$ cat src/rtl/regfile_pkg.sv
// Shared constants and FSM state type for the register-file storage stage.
// AW is also the select width of the downstream 32:1 read muxes.
package regfile_pkg;

    localparam int NREG = 32;
    localparam int AW   = 5;

    typedef enum logic [1:0] {
        IDLE  = 2'd0,
        CLEAR = 2'd1,
        DONE  = 2'd2
    } state_t;

endpackage

$ cat src/rtl/regfile_clr_seq.sv
// Bulk-clear sequencer: walks a 5-bit index over every register, one per cycle,
// and tells the storage array when a write may be accepted.
module regfile_clr_seq
    import regfile_pkg::*;
(
    input  logic          clk,
    input  logic          rst,
    input  logic          clr_start,
    output logic          clr_en,
    output logic [AW-1:0] clr_idx,
    output logic          busy,
    output logic          clr_done,
    output logic          wr_ok
);

    state_t        state;
    logic [AW-1:0] cnt;

    // Sequencer state, sweep index and the registered busy/done flags
    always_ff @(posedge clk or posedge rst) begin
        if (rst) begin
            state    <= IDLE;
            cnt      <= '0;
            busy     <= 1'b0;
            clr_done <= 1'b0;
        end else begin
            clr_done <= 1'b0;
            case (state)
                IDLE: begin
                    if (clr_start) begin
                        state <= CLEAR;
                        cnt   <= '0;
                        busy  <= 1'b1;
                    end
                end
                CLEAR: begin
                    cnt <= cnt + AW'(1);
                    if (cnt == AW'(NREG - 1)) begin
                        state    <= DONE;
                        busy     <= 1'b0;
                        clr_done <= 1'b1;
                    end
                end
                DONE: begin
                    state <= IDLE;
                end
                default: begin
                    state <= IDLE;
                    busy  <= 1'b0;
                end
            endcase
        end
    end

    // Clear strobe comes straight from the state flop; a start request in IDLE
    // takes priority over a write in the same cycle, but is ignored in DONE
    always_comb begin
        clr_en  = (state == CLEAR);
        clr_idx = cnt;
        wr_ok   = (state == DONE) || ((state == IDLE) && !clr_start);
    end

endmodule

$ cat src/rtl/regfile_bank.sv
// Register-file storage: 32 x N registers, one synchronous write port and a
// sequenced bulk clear. All registers are exposed in parallel for the read muxes.
module regfile_bank
    import regfile_pkg::*;
#(
    parameter int N       = 8,
    parameter int ZERO_R0 = 1
) (
    input  logic            clk,
    input  logic            rst,
    input  logic            we,
    input  logic [AW-1:0]   waddr,
    input  logic [N-1:0]    wdata,
    input  logic            clr_start,
    output logic [NREG*N-1:0] regs_flat,
    output logic            busy,
    output logic            clr_done,
    output logic            wr_err
);

    logic [N-1:0]  regs [NREG];
    logic          clr_en;
    logic [AW-1:0] clr_idx;
    logic          wr_ok;
    logic          wr_hit;

    regfile_clr_seq u_clr_seq (
        .clk       (clk),
        .rst       (rst),
        .clr_start (clr_start),
        .clr_en    (clr_en),
        .clr_idx   (clr_idx),
        .busy      (busy),
        .clr_done  (clr_done),
        .wr_ok     (wr_ok)
    );

    // A write lands only when the sequencer allows it; with a hardwired r0 the
    // write to index 0 is discarded quietly rather than flagged
    always_comb begin
        wr_hit = we && wr_ok && !((ZERO_R0 != 0) && (waddr == '0));
    end

    // Storage array: clear strobe and write port are never active together
    always_ff @(posedge clk or posedge rst) begin
        if (rst) begin
            for (int k = 0; k < NREG; k++) begin
                regs[k] <= '0;
            end
        end else if (clr_en) begin
            regs[clr_idx] <= '0;
        end else if (wr_hit) begin
            regs[waddr] <= wdata;
        end
    end

    // Flag any write request the sequencer refused (during a sweep or on collision)
    always_ff @(posedge clk or posedge rst) begin
        if (rst) begin
            wr_err <= 1'b0;
        end else begin
            wr_err <= we && !wr_ok;
        end
    end

    for (genvar k = 0; k < NREG; k++) begin : g_flat
        assign regs_flat[k*N +: N] = regs[k];
    end

endmodule

$ cat config.mk
export PLATFORM = sky130hd
export DESIGN_NAME = regfile_bank
export DESIGN_NICKNAME = d
export VERILOG_FILES = /design/src/rtl/regfile_pkg.sv /design/src/rtl/regfile_clr_seq.sv /design/src/rtl/regfile_bank.sv
export SDC_FILE = /design/constraint.sdc
export NUM_CORES = 1
export LEC_CHECK = 0
export ABC_AREA = 1
export BUFFER_PORTS_ARGS = -buffer_cell sky130_fd_sc_hd__buf_2
export CAP_MARGIN = 20
export CORE_MARGIN = 1
export CORE_UTILIZATION = 25
export CTS_BUF_LIST = sky130_fd_sc_hd__clkbuf_16
export DETAILED_ROUTE_END_ITERATION = 10
export SETUP_SLACK_MARGIN = 0.2
export SLEW_MARGIN = 30
export SYNTH_ARGS = -nofsm -noshare
export SYNTH_HDL_FRONTEND = slang
export SYNTH_SLANG_ARGS = --single-unit
$ cat constraint.sdc
create_clock -name clk -period 21.7 [get_ports clk]
set_clock_uncertainty 0.05 [all_clocks]
set_input_delay 4.34 -clock clk [delete_from_list [all_inputs] [get_ports clk]]
set_output_delay 4.34 -clock clk [all_outputs]
set_load 0.01 [all_outputs]
Word-level counts from Yosys, hierarchy flattened --
Index checks and enable logic that the tools add are counted. W data, S select, Z words.
Storage, ports and cells: flip-flop bits (word level) 266, input bits 17, logic and storage cells 86
Operators by class: add/sub/neg operators 1, order comparisons 4, eq/ne operators 5, multiplexer cells 17, bitwise gates (word level) 5, reductions and logical operators 17
Operator list (number):
- $mux W256 | 2
- $and A256 B256 Y256 | 1
- $bwmux W256 | 1
- $not A256 Y256 | 1
- $demux W8 S5 | 2
- $mux W8 | 2
- $ge A6 B6 Y1 const B | 2
- $lt A6 B1 Y1 const B | 2
- $not A5 Y6 | 2
- $pmux W5 S2 | 1
- $logic_and A1 B1 Y1 | 6
- $add A5 B1 Y5 const B | 1
- $eq A5 B5 Y1 const B | 1
- $logic_not A5 Y1 | 1
- $mux W5 | 1
- $mux W1 | 4
- $mux W2 | 2
- $pmux W2 S2 | 1
- $reduce_and A2 Y1 | 2
- $reduce_bool A2 Y1 | 2
- $logic_not A1 Y1 | 3
- $pmux W1 S3 | 1
- $reduce_and A3 Y1 | 1
- $eq A2 B1 Y1 const B | 1
- other kinds (6) | 6

Longest topological paths before layout --
Gate-level depths: netlist of run 1.
depth in word-level cells 8, gate-level depth with buffers 10

Hierarchy --
Synthesis of run 1 repeated with hierarchy kept, for this count alone.
Unflattened totals: cell total of the unflattened synthesis 2239, area total of the unflattened synthesis 15569.9 um2
By module, submodules not included:
- regfile_bank | instances 1, cells an instance 2190, area each 15150.8 um2, sequential area each 6431.2 um2
- regfile_clr_seq | instances 1, cells an instance 49, area each 419.2 um2, sequential area each 225.2 um2

Least setup slack after synthesis of run 1 --
OpenSTA, ideal clock, no wires.
kind input to register, from input port waddr[4], to register regs, in the netlist regs_flat[56], setup time 0.117 ns, arrival time 5.395 ns, data required time 21.533 ns, slack 16.138 ns, cell stages on the path 9, buffers on the path 3, cell sequence buf_2 > nor2_1 > nand3_2 > buf_8 > buf_12 > nand3_4 > nand2_4 > nand2_1 > nand2_1
Between the ends: word-level cells in the longest chain between the ends 8
RTL lines:
- from (decl) | RTL line regfile_bank.sv:12 | input logic [AW-1:0] waddr,
- $not A5 Y6 (implied by the code) | RTL line regfile_bank.sv:53 | regs[waddr] <= wdata;
- $ge A6 B6 Y1 (implied by the code) / $lt A6 B1 Y1 (equally long branches) | RTL line regfile_bank.sv:53
- $logic_and A1 B1 Y1 (implied by the code) | RTL line regfile_bank.sv:53
- $mux W8 (implied by the code) | RTL line regfile_bank.sv:53
- $demux W8 S5 | RTL line regfile_bank.sv:53
- $bwmux W256 | RTL line regfile_bank.sv:53
- $mux W256 | RTL line regfile_bank.sv:52 | end else if (wr_hit) begin
- $mux W256 | RTL line regfile_bank.sv:50 | end else if (clr_en) begin
- to (signal, indexed assignment) | RTL line regfile_bank.sv:53
- to (decl) | RTL line regfile_bank.sv:21 | logic [N-1:0] regs [NREG];
Several ways; a longest one is shown, not always the timed one. The select of a mux whose other input is x is not followed. A chain may end at the register's enable or synchronous reset.

Worst setup path after layout of run 1 --
from input port clr_start, to register regs, in the netlist regs_flat[8]
Between the ends: word-level cells in the longest chain between the ends 6
RTL lines:
- from (decl) | RTL line regfile_bank.sv:14 | input logic clr_start,
- $logic_not A1 Y1 | RTL line regfile_clr_seq.sv:60 | wr_ok = (state == DONE) || ((state == IDLE) && !clr_start);
- $logic_and A1 B1 Y1 | RTL line regfile_clr_seq.sv:60
- $logic_or A1 B1 Y1 | RTL line regfile_clr_seq.sv:60
- $logic_and A1 B1 Y1 (2 in series) | RTL line regfile_bank.sv:41 | wr_hit = we && wr_ok && !((ZERO_R0 != 0) && (waddr == '0));
- $reduce_bool A2 Y1 (no line)
Every way passes these cells.

==> flow_summary.toml, run 1 <==
[status]
status = "finished clean"

[routing]
num_vias = 15322
wire_per_inst_um = 17.99
detail_route.first_pass.iterations = 5
drt_wl_total_um = 58510
drc = 0
antenna_left = 0
first_iter_violations = 1176
vias_per_cell = 4.712

[timing]
setup-tns-final_ps = 0
finalCritPeriodShare = 0.3016
rsz0062_at_grt = "false"
fin_crit_ps = 6545
slew_violations = 0
hold_viol_final = 0
tightest_slew_ps = 1011
fmax_mhz = 152.8
finalSetupViolCount = 0
whs_ps = 434.0
timing.max_slew.rel_slack = 0.3244

[floorplan]
dieHeight_um = 250.4
initial_core_util = 0.2542
rows = 90
core_area_mm2 = 0.06070
die_area_mm2 = 0.06272
dieWidth_um = 250.4
io_pins = 276

[clocking]
cts-root-buf = "clkbuf_16"
cts_tree = "built"
clk_latency_ps = 540
hold_buffers = 0
cts.reportedPaths.clkPinSlew_ps = 50
post_cts_buffers = 0
cts_sinks = 266
clk_path_buf_depth = 3
postCtsResizedCells = 0
htreeDepth = 2
numCtsBuffers = 35

[logic_synthesis]
avgSynthCellArea_um2 = 7.011
synth_edf_count = 0
syn_inst = 2201
async_flop_share = 1.000
synth.distinct_cells = 28
synth_area_leaders = "dfrtp_1 43%, nand2_1 23%, nand3_1 11%"
synthFlopType = "dfrtp_1"
synth_area_mm2 = 0.01543
ys_ff_latch = 266
synth_warnings = 0
synth_seq_area_share = 0.4314
syn_nets = 2223
yosysTopAreaCell = "dfrtp_1"
synth.top_cell.area_share = 0.4314

[global_route]
grt_overflow_total = 0
grt_pass1_vias = 13741
grt.total_usage = 0.1823
grt_max_degree = 99
grt_first_pass_wirelength_um = 87530
antenna_found_initial = 3

[setup_path]
crit_required_ps = 22120
start_kind = "input pin"
path_max_fanout = 18
arrival_ps = 6970
end_kind = "register"
path_class = "in2reg"

[pwr]
seq_power_share = 0.339
p_int_mw = 1.077
sw_frac_of_total = 0.4486
p_leak_nw = 9.647
power.switching_mw = 0.8765
ir_drop_v = 0.00004840
combPwrFrac = 0.383
clkPwrFrac = 0.278
powerDensity_mw_per_mm2 = 105.2

[placed_design]
place_congestion = 0.7885
port_buffers = 275
hpwlAfterDp_um = 37950

[final_layout]
final_cell_mix = "934 x nand2_1, 328 x nand3_1, 275 x buf_2, 266 x dfrtp_1, 183 x o21ai_0"
drive_gt1_frac = 0.1742
fillers = 6572
nets = 2471
synthToLayoutAreaGrowth_pct = 20.36
layout_commonest_cell = "nand2_1"

[job]
cap_violations = 0

[worst_hold_path]
worstHoldPathType = "reg2reg"
[per-layer routing]
metal	wire length (um)	share of wire	track usage
met4	2050	0.035	0.07152
met2	27080	0.46	0.2884
met5	12	0.00021	0
met1	25740	0.44	0.2475
met3	3621	0.062	0.02962
[per-stage QoR]
step / worst slack [ps] / std cells / utilization / power (mW) / instance area [um^2]
6_report: 15150 / 3252 / 0.3060 / 1.954 / 18570
5_1_grt: 15000 / 3251 / 0.3060 / 2.075 / 18570
4_1_cts: 15200 / 3251 / 0.3060 / 1.977 / 18570
3_5_place_dp: 14610 / 3194 / 0.2889 / 1.420 / 17530
3_3_place_gp: 14690 / 3194 / 0.2888 / 1.418 / 17530
2_1_floorplan: 9985 / 2201 / - / 1.130 / 15430
[final timing paths]
path,startpoint,endpoint,slack [ps],depth (start not counted)
worst max-delay path,clr_start,regs_flat[8],15150,9
worst min-delay path,regs_flat[4],regs_flat[4],430,2
worst max register to register,u_clr_seq.state[1],regs_flat[59],17870,8
worst min register to register,regs_flat[4],regs_flat[4],430,2
max in group asynchronous,rst,regs_flat[229],15690,4
min in group asynchronous,rst,regs_flat[68],3810,2
[area by class of cell]
| class | instances | area (um^2) | share of cell area |
|---|---|---|---|
| Antenna cell | 1 | 2.502 | 0.0001347 |
| Timing Repair Buffer | 294 | 1523 | 0.08199 |
| Sequential cell | 266 | 6656 | 0.3584 |
| Multi-Input combinational cell | 1688 | 7749 | 0.4172 |
| Clock inverter | 20 | 111.4 | 0.005996 |
| Clock buffer | 37 | 925.9 | 0.04985 |
| Tap cell | 782 | 978.4 | 0.05268 |
| Inverter | 164 | 626.9 | 0.03375 |
[synthesized netlist by cell type (2+ instances only)]
cell type	count
nand2_2	9
nor2_4	5
inv_2	5
clkbuf_1	35
nand2_4	21
nand3_4	27
buf_2	35
inv_1	151
nand3_2	7
o21ai_0	183
dfrtp_1	266
clkinv_1	8
buf_4	6
nand3_1	328
buf_1	2
buf_6	2
nor2_1	148
o22ai_1	2
nor2_2	14
ha_1	5
nand2_1	934
buf_12	2
[cells by family (layout without fill, tap and decap cells)]
| family | count (synthesis) | in the layout | share of synthesized area |
|---|---|---|---|
| AND/OR/NAND/NOR | 1496 | 1496 | 0.4353 |
| flip-flops | 266 | 266 | 0.4314 |
| buffers and inverters | 247 | 515 | 0.06819 |
| AO/OA/AOI/OAI | 186 | 186 | 0.06049 |
| adder cells (fa/ha/maj) | 5 | 5 | 0.004054 |
| XOR/XNOR | 1 | 1 | 0.0005677 |
| other | 0 | 1 | 0 |
[worst max-delay path, cell delays in order]
cell and delay [ps]:
buf_2 100, nand2_1 100, nand2_1 90, nor2_4 740, buf_4 580, nand3_1 440, nand2_1 380, nand2_1 100
nand2_1 60
[flip-flops by register name, indices dropped and copies added (netlist names)]
register / cells
regs_flat: 256
u_clr_seq.busy: 1
u_clr_seq.clr_done: 1
u_clr_seq.clr_idx: 5
u_clr_seq.state: 2
wr_err: 1
[power groups by stage]
stage / Combinational, mW / Clock (mW) / Sequential [mW]
after global routing: 0.820 / 0.583 / 0.672
after floorplan: 0.448 / 0 / 0.681
after CTS: 0.752 / 0.563 / 0.661
after global placement: 0.748 / 0 / 0.670
after detailed placement: 0.751 / 0 / 0.669
final: 0.747 / 0.544 / 0.663
Note: power is estimated with default switching activity, not from simulation.
==> inputs of run 2 (changes only) <==
Settings changed: ABC_AREA 1 to 0.
Clock period 21.7 ns to 6.39 ns, I/O delays scaled along.
==> run 2 against run 1 <==
Global-route usage is 2.4 points lower. First-iteration DRC count down 60%. Sequential power rose to 4.3 times the previous value. Area after synthesis decreased by 27%. Critical path depth shrank 4. Total power grew to 3.4 times the previous value. Clock-buffer cell count fell by 6. Sequential share of layout area increased by 11 points. Design area decreased by 23%. Largest cell class is now flip-flops and latches. Highest routed layer unchanged.
==> flow_summary.toml, run 2 <==
[global_route]
grt_overflow_total = 0
met2_usage = 0.2622
busiest_layer = "met2"
grt_pass1_vias = 8485
met1_usage = 0.1999
met3_usage = 0.04275
grt_max_degree = 141
antenna_found_initial = 4
grt_first_pass_wirelength_um = 55210
grt.total_usage = 0.1581

[routing]
drt_wl_total_um = 36890
detail_route.first_pass.iterations = 4
drc = 0
vias_per_cell = 4.506
num_vias = 8376
antenna_left = 0
wire_per_inst_um = 19.84
first_iter_violations = 475

[logic_synthesis]
avgSynthCellArea_um2 = 11.78
synth_seq_area_share = 0.5872
async_flop_share = 1.000
synth.distinct_cells = 40
synth.top_cell.area_share = 0.5872
synth_area_mm2 = 0.01134
yosysTopAreaCell = "dfrtp_1"
syn_inst = 962
synthFlopType = "dfrtp_1"
yosysMostFrequentCell = "nand2_1"
synth_area_leaders = "dfrtp_1 59%, mux2i_1 20%, nand2_1 10%"
synth_warnings = 0
yosys-top-cells-count = "303 x nand2_1, 266 x dfrtp_1, 224 x mux2i_1"
synth_edf_count = 0
syn_nets = 984
ys_ff_latch = 266

[final_layout]
fillers = 4604
finalInstanceArea_mm2 = 0.01434
post-route-util = 0.3222
nets = 1268
final_cell_mix = "303 x nand2_1, 275 x buf_2, 266 x dfrtp_1, 224 x mux2i_1, 31 x clkbuf_16"
regArea_mm2 = 0.006656
multi_input_area_mm2 = 0.004511
layout_commonest_cell = "nand2_1"
largest_reg_flops = 256
layout.cells.non_filler = 1859
synthToLayoutAreaGrowth_pct = 26.52
drive_gt1_frac = 0.2836

[clocking]
clk_path_buf_depth = 3
post_cts_buffers = 0
cts.reportedPaths.clkPinSlew_ps = 60
postCtsResizedCells = 0
htreeDepth = 1
cts_tree = "built"
hold_buffers = 0
clk_latency_ps = 570
numCtsBuffers = 30
cts-root-buf = "clkbuf_16"
cts_sinks = 266

[floorplan]
core_area_mm2 = 0.04451
dieHeight_um = 214.9
initial_core_util = 0.2547
io_pins = 276
rows = 77
dieWidth_um = 214.9
die_area_mm2 = 0.04620

[timing]
hold_viol_final = 0
slew_violations = 0
tightest_slew_ps = 944.8
finalSetupViolCount = 0
setup-tns-final_ps = 0
timing.max_slew.rel_slack = 0.3701
rsz0062_at_grt = "false"
finalCritPeriodShare = 0.4308
fmax_mhz = 363.3
fin_crit_ps = 2753

[setup_path]
cp_cell_sequence = "buf_2 > nor2b_2 > or4_1 > nor2_8 > mux2i_1"
cp_slowest_stage_delay_ps = 920
slowest_stage = "or4_1"
path_buf_inv = 1
path_max_fanout = 12
start_kind = "input pin"
path_delay_family = "simple AND/OR/NAND/NOR gates"
end_kind = "register"
path_class = "in2reg"
arrival_ps = 3180
crit_required_ps = 6810

[status]
status = "finished clean"

[placed_design]
dpl_cell_area_mm2 = 0.01343
place_congestion = 0.7930
place_inst = 1806
port_buffers = 275
hpwlAfterDp_um = 24720

[job]
cap_violations = 0

[pwr]
p_leak_nw = 7.604
powerDensity_mw_per_mm2 = 469.4
ir_drop_v = 0.0002618

[worst_hold_path]
worstHoldPathType = "reg2reg"
run 2: changes by cell type after synthesis, moves of 9 or more:
cell      delta
buf_2       -32
clkbuf_1    -13
inv_1      -146
mux2i_1    +224
nand2_1    -631
nand2_2      -9
nand2_4     -21
nand3_1    -311
nand3_4     -27
nor2_1     -143
nor2_2      -14
nor2_8      +12
o21ai_0    -159
run 2: final timing paths:
kind / from / slack, ps / end / cells past startpoint
min in group asynchronous: rst / 820 / regs_flat[171] / 3
worst max-delay path: clr_start / 3640 / regs_flat[195] / 5
worst min-delay path: regs_flat[1] / 430 / regs_flat[1] / 1
worst min register to register: regs_flat[1] / 430 / regs_flat[1] / 1
max in group asynchronous: rst / 4130 / regs_flat[67] / 4
worst max register to register: u_clr_seq.state[1] / 3690 / regs_flat[84] / 4
run 2: layout make-up:
class                   count  share of cell area
diodes                      1           0.0001745
clock buffers              31             0.05409
clock inverters            21            0.008898
inverters                  13            0.003664
multi-input cells         650              0.3145
flip-flops and latches    266              0.4641
well taps                 592             0.05164
repair buffers            285              0.1029
run 2: worst reg2reg max path: cells and delay by family, from the launching register on:
| family | cells | cell delay [ps] |
|---|---|---|
| flip-flops | 1 | 700 |
| multiplexers | 1 | 230 |
| AND/OR/NAND/NOR | 3 | 1580 |
run 2: cells by family (layout without fill, tap and decap cells):
kind of cell,after synthesis,count (layout),synth area share
other,0,1,0
muxes,225,225,0.1988
buffers and inverters,46,350,0.01954
adders and majority gates,5,5,0.005519
DFF,266,266,0.5872
AOI/OAI and AO/OA,35,35,0.01755
and+or+nand+nor,385,385,0.1714
run 2: where the power goes:
group | total (mW) | leakage (nW) | internal, mW | switching [mW]
registers | 2.87 | 3.13 | 2.40 | 0.474
logic | 2.24 | 4.02 | 0.900 | 1.34
clock network | 1.62 | 0.460 | 0.910 | 0.708
run 2: routing by layer:
layer	vias up	wire (um)
li1	3808	-
met1	4255	15930
met2	244	17610
met3	63	2342
met4	6	965
met5	-	41
run 2: metrics by stage:
step                      hold WS (ps)  worst slack [ps]  power [mW]
final                            429.9              3637       6.733
after global routing             445.6              3566       7.166
after CTS                        434.7              3405       6.829
after detailed placement         415.7              2791       5.166
after global placement           414.0              2747       5.092
after floorplan                  474.1              1551       3.981
